## src/rtl/rv32_pkg.sv

```systemverilog
// RV32I encoding constants and helpers shared by the encoder and the immediate extractor.
package rv32_pkg;

   localparam logic [6:0] OP_LUI    = 7'b0110111;
   localparam logic [6:0] OP_AUIPC  = 7'b0010111;
   localparam logic [6:0] OP_JAL    = 7'b1101111;
   localparam logic [6:0] OP_JALR   = 7'b1100111;
   localparam logic [6:0] OP_BRANCH = 7'b1100011;
   localparam logic [6:0] OP_LOAD   = 7'b0000011;
   localparam logic [6:0] OP_STORE  = 7'b0100011;
   localparam logic [6:0] OP_IMM    = 7'b0010011;
   localparam logic [6:0] OP_OP     = 7'b0110011;

   localparam logic [2:0] F3_SLL = 3'b001;
   localparam logic [2:0] F3_SRX = 3'b101;

   localparam logic [31:0] NOP_INST = 32'h0000_0013;

   typedef struct packed {
      logic [6:0]  op;
      logic [4:0]  rd;
      logic [4:0]  rs1;
      logic [4:0]  rs2;
      logic [2:0]  func3;
      logic [6:0]  func7;
      logic [31:0] imm;
   } fields_t;

   // True when v[31:msb] is a pure sign extension of v[msb].
   function automatic logic fits_signed(input logic [31:0] v, input int unsigned msb);
      logic [31:0] ext;
      ext = 32'($signed(v) >>> msb);
      return (ext == '0) || (ext == '1);
   endfunction

endpackage

```

## src/rtl/inst_encoder_if.sv

```systemverilog
// Field-in / word-out stream bundle of the instruction encoder.
interface inst_encoder_if #(
   parameter int ADDR_W = 10
);
   logic              in_valid;
   logic              in_ready;
   logic [6:0]        in_op;
   logic [4:0]        in_rd;
   logic [4:0]        in_rs1;
   logic [4:0]        in_rs2;
   logic [2:0]        in_func3;
   logic [6:0]        in_func7;
   logic [31:0]       in_imm;
   logic              out_valid;
   logic              out_ready;
   logic [31:0]       out_inst;
   logic [ADDR_W-1:0] out_addr;
   logic              out_err;

   modport slave (
      input  in_valid, in_op, in_rd, in_rs1, in_rs2, in_func3, in_func7, in_imm, out_ready,
      output in_ready, out_valid, out_inst, out_addr, out_err
   );

   modport master (
      output in_valid, in_op, in_rd, in_rs1, in_rs2, in_func3, in_func7, in_imm, out_ready,
      input  in_ready, out_valid, out_inst, out_addr, out_err
   );
endinterface

```

## src/rtl/inst_encoder_imm_pack.sv

```systemverilog
// Combinational RV32I word packer with immediate range check; zero latency, no handshake.
module imm_pack
   import rv32_pkg::*;
(
   input  logic [6:0]  op,
   input  logic [2:0]  func3,
   input  logic [6:0]  func7,
   input  logic [4:0]  rd,
   input  logic [4:0]  rs1,
   input  logic [4:0]  rs2,
   input  logic [31:0] imm,
   output logic [31:0] inst,
   output logic        err
);

   always_comb begin
      inst = NOP_INST;
      err  = 1'b0;
      case (op)
         OP_LUI, OP_AUIPC: begin
            inst = {imm[31:12], rd, op};
            err  = |imm[11:0];
         end
         OP_JAL: begin
            inst = {imm[20], imm[10:1], imm[11], imm[19:12], rd, op};
            err  = imm[0] | !fits_signed(imm, 20);
         end
         OP_JALR, OP_LOAD: begin
            inst = {imm[11:0], rs1, func3, rd, op};
            err  = !fits_signed(imm, 11);
         end
         OP_BRANCH: begin
            inst = {imm[12], imm[10:5], rs2, rs1, func3, imm[4:1], imm[11], op};
            err  = imm[0] | !fits_signed(imm, 12);
         end
         OP_STORE: begin
            inst = {imm[11:5], rs2, rs1, func3, imm[4:0], op};
            err  = !fits_signed(imm, 11);
         end
         OP_IMM: begin
            // Shift amounts are unsigned and live where imm[4:0] would be.
            if (func3 == F3_SLL || func3 == F3_SRX) begin
               inst = {func7, imm[4:0], rs1, func3, rd, op};
               err  = |imm[31:5];
            end else begin
               inst = {imm[11:0], rs1, func3, rd, op};
               err  = !fits_signed(imm, 11);
            end
         end
         OP_OP: begin
            inst = {func7, rs2, rs1, func3, rd, op};
         end
         default: begin
            inst = NOP_INST;
            err  = 1'b1;
         end
      endcase
   end

endmodule

```

## src/rtl/inst_encoder.sv

```systemverilog
// Two-stage RV32I instruction encoder with address and error counters; latency 2 cycles.
// Valid/ready on both sides: S1 holds while S2 is stalled, in_ready drops only when both are full.
module inst_encoder
   import rv32_pkg::*;
#(
   parameter int          ADDR_W    = 10,
   parameter int unsigned BASE_ADDR = 0
) (
   input  logic          clk,
   input  logic          rst,
   input  logic          flush,
   inst_encoder_if.slave bus,
   output logic [7:0]    err_cnt
);

   localparam logic [ADDR_W-1:0] BASE = ADDR_W'(BASE_ADDR);

   fields_t           s1_q, s1_d;
   logic              s1_valid_q, s1_valid_d;
   logic              s2_valid_q, s2_valid_d;
   logic [31:0]       s2_inst_q, s2_inst_d;
   logic              s2_err_q, s2_err_d;
   logic [ADDR_W-1:0] addr_q, addr_d;
   logic [7:0]        err_cnt_q, err_cnt_d;

   logic [31:0]       pack_inst;
   logic              pack_err;
   logic              s1_adv;
   logic              accept;
   logic              xfer;

   imm_pack u_pack (
      .op    (s1_q.op),
      .func3 (s1_q.func3),
      .func7 (s1_q.func7),
      .rd    (s1_q.rd),
      .rs1   (s1_q.rs1),
      .rs2   (s1_q.rs2),
      .imm   (s1_q.imm),
      .inst  (pack_inst),
      .err   (pack_err)
   );

   assign s1_adv       = !s2_valid_q || bus.out_ready;
   assign bus.in_ready = !rst && !flush && (!s1_valid_q || s1_adv);
   assign accept       = bus.in_valid && bus.in_ready;
   assign xfer         = s2_valid_q && bus.out_ready;

   always_comb begin
      s1_d       = s1_q;
      s1_valid_d = s1_valid_q;
      s2_valid_d = s2_valid_q;
      s2_inst_d  = s2_inst_q;
      s2_err_d   = s2_err_q;
      addr_d     = addr_q;
      err_cnt_d  = err_cnt_q;

      if (accept) begin
         s1_d.op    = bus.in_op;
         s1_d.rd    = bus.in_rd;
         s1_d.rs1   = bus.in_rs1;
         s1_d.rs2   = bus.in_rs2;
         s1_d.func3 = bus.in_func3;
         s1_d.func7 = bus.in_func7;
         s1_d.imm   = bus.in_imm;
         s1_valid_d = 1'b1;
      end else if (s1_adv) begin
         s1_valid_d = 1'b0;
      end

      // The last word stays on out_inst after it drains; only out_valid drops.
      if (s1_adv) begin
         s2_valid_d = s1_valid_q;
         if (s1_valid_q) begin
            s2_inst_d = pack_inst;
            s2_err_d  = pack_err;
         end
      end

      if (xfer) begin
         addr_d = addr_q + 1'b1;
         if (s2_err_q && err_cnt_q != 8'hFF) begin
            err_cnt_d = err_cnt_q + 8'd1;
         end
      end

      if (flush) begin
         s1_valid_d = 1'b0;
         s2_valid_d = 1'b0;
         s2_inst_d  = '0;
         s2_err_d   = 1'b0;
         addr_d     = BASE;
         err_cnt_d  = '0;
      end
   end

   always_ff @(posedge clk) begin
      if (rst) begin
         s1_q       <= '0;
         s1_valid_q <= 1'b0;
         s2_valid_q <= 1'b0;
         s2_inst_q  <= '0;
         s2_err_q   <= 1'b0;
         addr_q     <= BASE;
         err_cnt_q  <= '0;
      end else begin
         s1_q       <= s1_d;
         s1_valid_q <= s1_valid_d;
         s2_valid_q <= s2_valid_d;
         s2_inst_q  <= s2_inst_d;
         s2_err_q   <= s2_err_d;
         addr_q     <= addr_d;
         err_cnt_q  <= err_cnt_d;
      end
   end

   assign bus.out_valid = s2_valid_q;
   assign bus.out_inst  = s2_inst_q;
   assign bus.out_err   = s2_err_q;
   assign bus.out_addr  = addr_q;
   assign err_cnt       = err_cnt_q;

endmodule
```

## src/flat_wrapper.sv

```systemverilog
// flat-port wrapper written by rule: the top's interface ports become plain ports
module inst_encoder_flat import rv32_pkg::*;
#(
   parameter int          ADDR_W    = 10,
   parameter int unsigned BASE_ADDR = 0
)
  (clk, rst, flush, err_cnt, bus_in_valid, bus_in_op, bus_in_rd, bus_in_rs1, bus_in_rs2, bus_in_func3, bus_in_func7, bus_in_imm, bus_out_ready, bus_in_ready, bus_out_valid, bus_out_inst, bus_out_addr, bus_out_err);
  inst_encoder_if #(.ADDR_W(ADDR_W)) bus_i ();
  input  logic clk;
  input  logic rst;
  input  logic flush;
  output logic [7:0] err_cnt;
  input wire logic [$bits(bus_i.in_valid)-1:0] bus_in_valid;
  input wire logic [$bits(bus_i.in_op)-1:0] bus_in_op;
  input wire logic [$bits(bus_i.in_rd)-1:0] bus_in_rd;
  input wire logic [$bits(bus_i.in_rs1)-1:0] bus_in_rs1;
  input wire logic [$bits(bus_i.in_rs2)-1:0] bus_in_rs2;
  input wire logic [$bits(bus_i.in_func3)-1:0] bus_in_func3;
  input wire logic [$bits(bus_i.in_func7)-1:0] bus_in_func7;
  input wire logic [$bits(bus_i.in_imm)-1:0] bus_in_imm;
  input wire logic [$bits(bus_i.out_ready)-1:0] bus_out_ready;
  output wire logic [$bits(bus_i.in_ready)-1:0] bus_in_ready;
  output wire logic [$bits(bus_i.out_valid)-1:0] bus_out_valid;
  output wire logic [$bits(bus_i.out_inst)-1:0] bus_out_inst;
  output wire logic [$bits(bus_i.out_addr)-1:0] bus_out_addr;
  output wire logic [$bits(bus_i.out_err)-1:0] bus_out_err;
  assign bus_i.in_valid = bus_in_valid;
  assign bus_i.in_op = bus_in_op;
  assign bus_i.in_rd = bus_in_rd;
  assign bus_i.in_rs1 = bus_in_rs1;
  assign bus_i.in_rs2 = bus_in_rs2;
  assign bus_i.in_func3 = bus_in_func3;
  assign bus_i.in_func7 = bus_in_func7;
  assign bus_i.in_imm = bus_in_imm;
  assign bus_i.out_ready = bus_out_ready;
  assign bus_in_ready = bus_i.in_ready;
  assign bus_out_valid = bus_i.out_valid;
  assign bus_out_inst = bus_i.out_inst;
  assign bus_out_addr = bus_i.out_addr;
  assign bus_out_err = bus_i.out_err;
  inst_encoder #(.ADDR_W(ADDR_W), .BASE_ADDR(BASE_ADDR)) u_core (.clk(clk), .rst(rst), .flush(flush), .bus(bus_i), .err_cnt(err_cnt));
endmodule
```

## config.mk

```make
export PLATFORM = sky130hd
export DESIGN_NAME = inst_encoder_flat
export DESIGN_NICKNAME = d
export VERILOG_FILES = /design/src/rtl/rv32_pkg.sv /design/src/rtl/inst_encoder_if.sv /design/src/rtl/inst_encoder_imm_pack.sv /design/src/rtl/inst_encoder.sv /design/src/flat_wrapper.sv
export SDC_FILE = /design/constraint.sdc
export NUM_CORES = 1
export LEC_CHECK = 0
export CAP_MARGIN = 20
export CORE_ASPECT_RATIO = 1.1
export CORE_MARGIN = 2
export CORE_UTILIZATION = 35
export DETAILED_ROUTE_END_ITERATION = 7
export SETUP_SLACK_MARGIN = 0.4
export SLEW_MARGIN = 10
export SYNTH_ARGS = -nofsm -noshare
export SYNTH_HDL_FRONTEND = slang
export SYNTH_SLANG_ARGS = --single-unit
```

## constraint.sdc

```tcl
create_clock -name clk -period 2.17 [get_ports clk]
set_input_delay 0.217 -clock clk [delete_from_list [all_inputs] [get_ports clk]]
set_output_delay 0.217 -clock clk [all_outputs]
set_load 0.05 [all_outputs]
```

==> results.yml <==
outcome:
  status: "finished clean"
global_routing:
  grt_overflow: 0
  grt_util_all_layers_pct: 20.4
  grt_max_degree: 66
  grt_pass1_wl_um: 25000
  grt_pass1_vias: 4800
  antenna_found_initial: 0
clock_tree:
  htree_levels: 4
  cts.sinks: 117
  root_buffer: "clkbuf_16"
  cts.clk_slew.worst_paths_ns: 0.05
  cts.path.max_buffers: 2
  cts_buffers: 17
  clk_latency_ns: 0.42
  holdBufCountCts: 0
  cts_tree: "done"
logic_synthesis:
  synth-seq-cells: 117
  seq_area_frac_synth_pct: 45.5
  synth_commonest_cells: "nand2_1, dfxtp_1, a21oi_1"
  synth_flop_cell: "dfxtp_1"
  syn_area_per_cell_um2: 8.36
  yosysMostFrequentCell: "nand2_1"
  synth_fp_nets: 686
  synth.area.top_cells: "dfxtp_1, nand2_1, a21oi_1"
  ys_types: 55
  synth_enable_flop_cells: 0
  synth_area_um2: 5140
  netlist_instances: 615
  ys_async_sr_fraction_pct: 0
  yosys.area.top_type: "dfxtp_1"
  yosysWarnings: 0
  synth.top_cell.area_share_pct: 45.5
critical_path:
  r2r_slack_ns: 0.47
  crit_arrival_ns: 1.98
  r2r_cells: 7
  start_kind: "flop"
  r2r-end: "u_core.bus.out_inst[24]$_SDFFE_PP0P_"
  critical_path_class: "reg -> reg"
  worstSetupEndpointType: "flop"
  required_ns: 2.45
  worstSetupStartpoint: "u_core.s1_q[59]$_SDFFE_PP0P_"
  worst-path-max-fanout: 7
  rr_startpoint: "u_core.s1_q[59]$_SDFFE_PP0P_"
floorplan:
  row_count: 46
  fp.dieH_um: 131
  die_area_um2: 15700
  fp.dieW_um: 120
  coreArea_um2: 14400
  pin_count: 122
  start_util_pct: 35.7
sta:
  grt_setup_unrepaired: "yes"
  hold_slack_ns: 0.344
  worst_slack_ns: 0.467
  period_share_pct: 78.5
  worst_slew_pin_slew_ns: 0.697
  hold_viol_final: 0
  final.setup.tns_ns: 0
  fmax_mhz: 587
  slew_viol_final: 0
  fin_worst_skew_ns: 0.0120
  finalCriticalPeriod_ns: 1.70
  setup-violations-final: 0
  relSlewSlack_pct: 53.5
finish:
  multi_input_area_um2: 2670
  ff_latch_area_um2: 2360
  n_antenna_cell: 0
  final_net_count: 836
  drive_gt1_share_pct: 19.3
  final_util_pct: 52.3
  final.fill_count: 1411
  area_growth_pct: 46.4
  fin_area_um2: 7530
route:
  vias_per_cell: 5.07
  firstDrtPassIters: 4
  drc: 0
  drtIter0Drc: 283
  vias: 4915
  wl_um: 15700
  ant_nets: 0
  wl_per_cell_um: 16.2
run:
  cap_violations: 0
placed_design:
  pre_cts_slack_ns: 0.0477
  io_buffers: 121
  dpl.hpwl_um: 11600
  gp_congestion: 0.938
  post_dp_cell_area_um2: 6620
power:
  ir_worst_vdd_mv: 0.470
  powerDensity_nw_per_um2: 713
  leakagePower_uw: 0.00292
hold_path:
  holdCritStartpoint: "bus_in_rs2[0]"
  hold_path.class: "in -> reg"
  min_delay_worst_endpoint: "u_core.s1_q[42]$_SDFFE_PP0P_"
  hold_depth: 3
per-layer routing:
layer,vias to the layer above,part of all wire [%],GRT usage (%)
met4,0,1.6,7.12
met3,18,5.1,4.69
met1,2330,44,25.8
li1,2437,-,-
met2,130,49,33.9
met5,-,0,0
registers in the layout (all words and copies together) (netlist names):
| signal | cells |
|---|---|
| u_core.bus.out_err | 1 |
| u_core.bus.out_valid | 1 |
| u_core.err_cnt | 8 |
| u_core.s1_valid_q | 1 |
| u_core.bus.out_inst | 32 |
| u_core.bus.out_addr | 10 |
| u_core.s1_q | 64 |
area by class of cell:
class | count | area share [%]
Sequential cell | 117 | 31.4
Inverter | 10 | 0.498
Multi-Input combinational cell | 448 | 35.5
Clock inverter | 9 | 1.33
Timing Repair Buffer | 171 | 21.6
Tap cell | 192 | 3.19
Clock buffer | 23 | 6.48
cell usage in the layout (no fill, tap or decap), types with 4 or more instances in the layout:
cell type	Yosys	routed
o22ai_1	6	6
xnor2_1	4	4
nor2_1	45	45
a222oi_1	5	5
dlygate4sd2_1	0	51
and3_1	8	7
a2bb2oi_1	4	4
dfxtp_2	0	9
nand3_1	5	5
clkdlybuf4s50_1	0	67
xor2_1	11	11
clkbuf_8	0	4
nand2_1	146	145
nor2_2	11	11
buf_12	0	7
clkinv_2	0	5
a22oi_1	9	5
buf_6	4	4
inv_1	9	9
clkbuf_16	0	17
nor4_1	6	5
nor3_1	7	5
o21ai_1	3	4
a22o_1	12	12
dfxtp_1	117	105
nor3_2	2	4
buf_4	8	39
o21ai_0	11	10
nand4_1	10	10
a22oi_2	10	14
a21oi_1	87	84
report_power, final:
part	total [uW]	leakage [uW]	switching [uW]	internal [uW]
logic	390	0.00168	189	201
registers	2240	0.000954	47.3	2190
clock network	2740	0.000289	944	1800
total	5370	0.00292	1180	4190
per-stage QoR:
step	power, uW	cells
finish	5370	970
global route	5560	970
CTS	5410	953
detailed placement	2650	913
global placement	2650	913
floorplan	2450	615
critical path: stages (launching register included):
cell and delay (ns):
dfxtp_4 0.37, buf_12 0.14, nand4b_1 0.18, buf_4 0.16
a21oi_4 0.06, a222oi_1 0.43, a2bb2oi_1 0.19, nor2_1 0.05
what timing repair did:
action,4_1_cts,5_1_grt
pin swaps,6,16
resized for setup,64,31
buffers inserted,8,17
endpoints found under the setup margin,79,27
logic make-up after synthesis:
| logic type | count (synthesis) | synth area share [%] |
|---|---|---|
| flops | 117 | 45.5 |
| mux | 2 | 0.389 |
| compound gates | 164 | 22.0 |
| buf+inv | 50 | 5.01 |
| xor+xnor | 15 | 2.55 |
| fa+ha+maj | 2 | 0.487 |
| simple gates | 265 | 24.0 |
how the worst max path moves through the flow:
stage | end | depth (start not counted)
finish | u_core.bus.out_inst[24]$_SDFFE_PP0P_ | 7
global route | u_core.bus.out_inst[7]$_SDFFE_PP0P_ | 7
CTS | u_core.bus.out_inst[29]$_SDFFE_PP0P_ | 8
detailed placement | u_core.bus.out_inst[28]$_SDFFE_PP0P_ | 6
global placement | u_core.bus.out_inst[26]$_SDFFE_PP0P_ | 6
floorplan | u_core.err_cnt[6]$_SDFFE_PP0P_ | 6
Power figures use the tool's default switching activity.
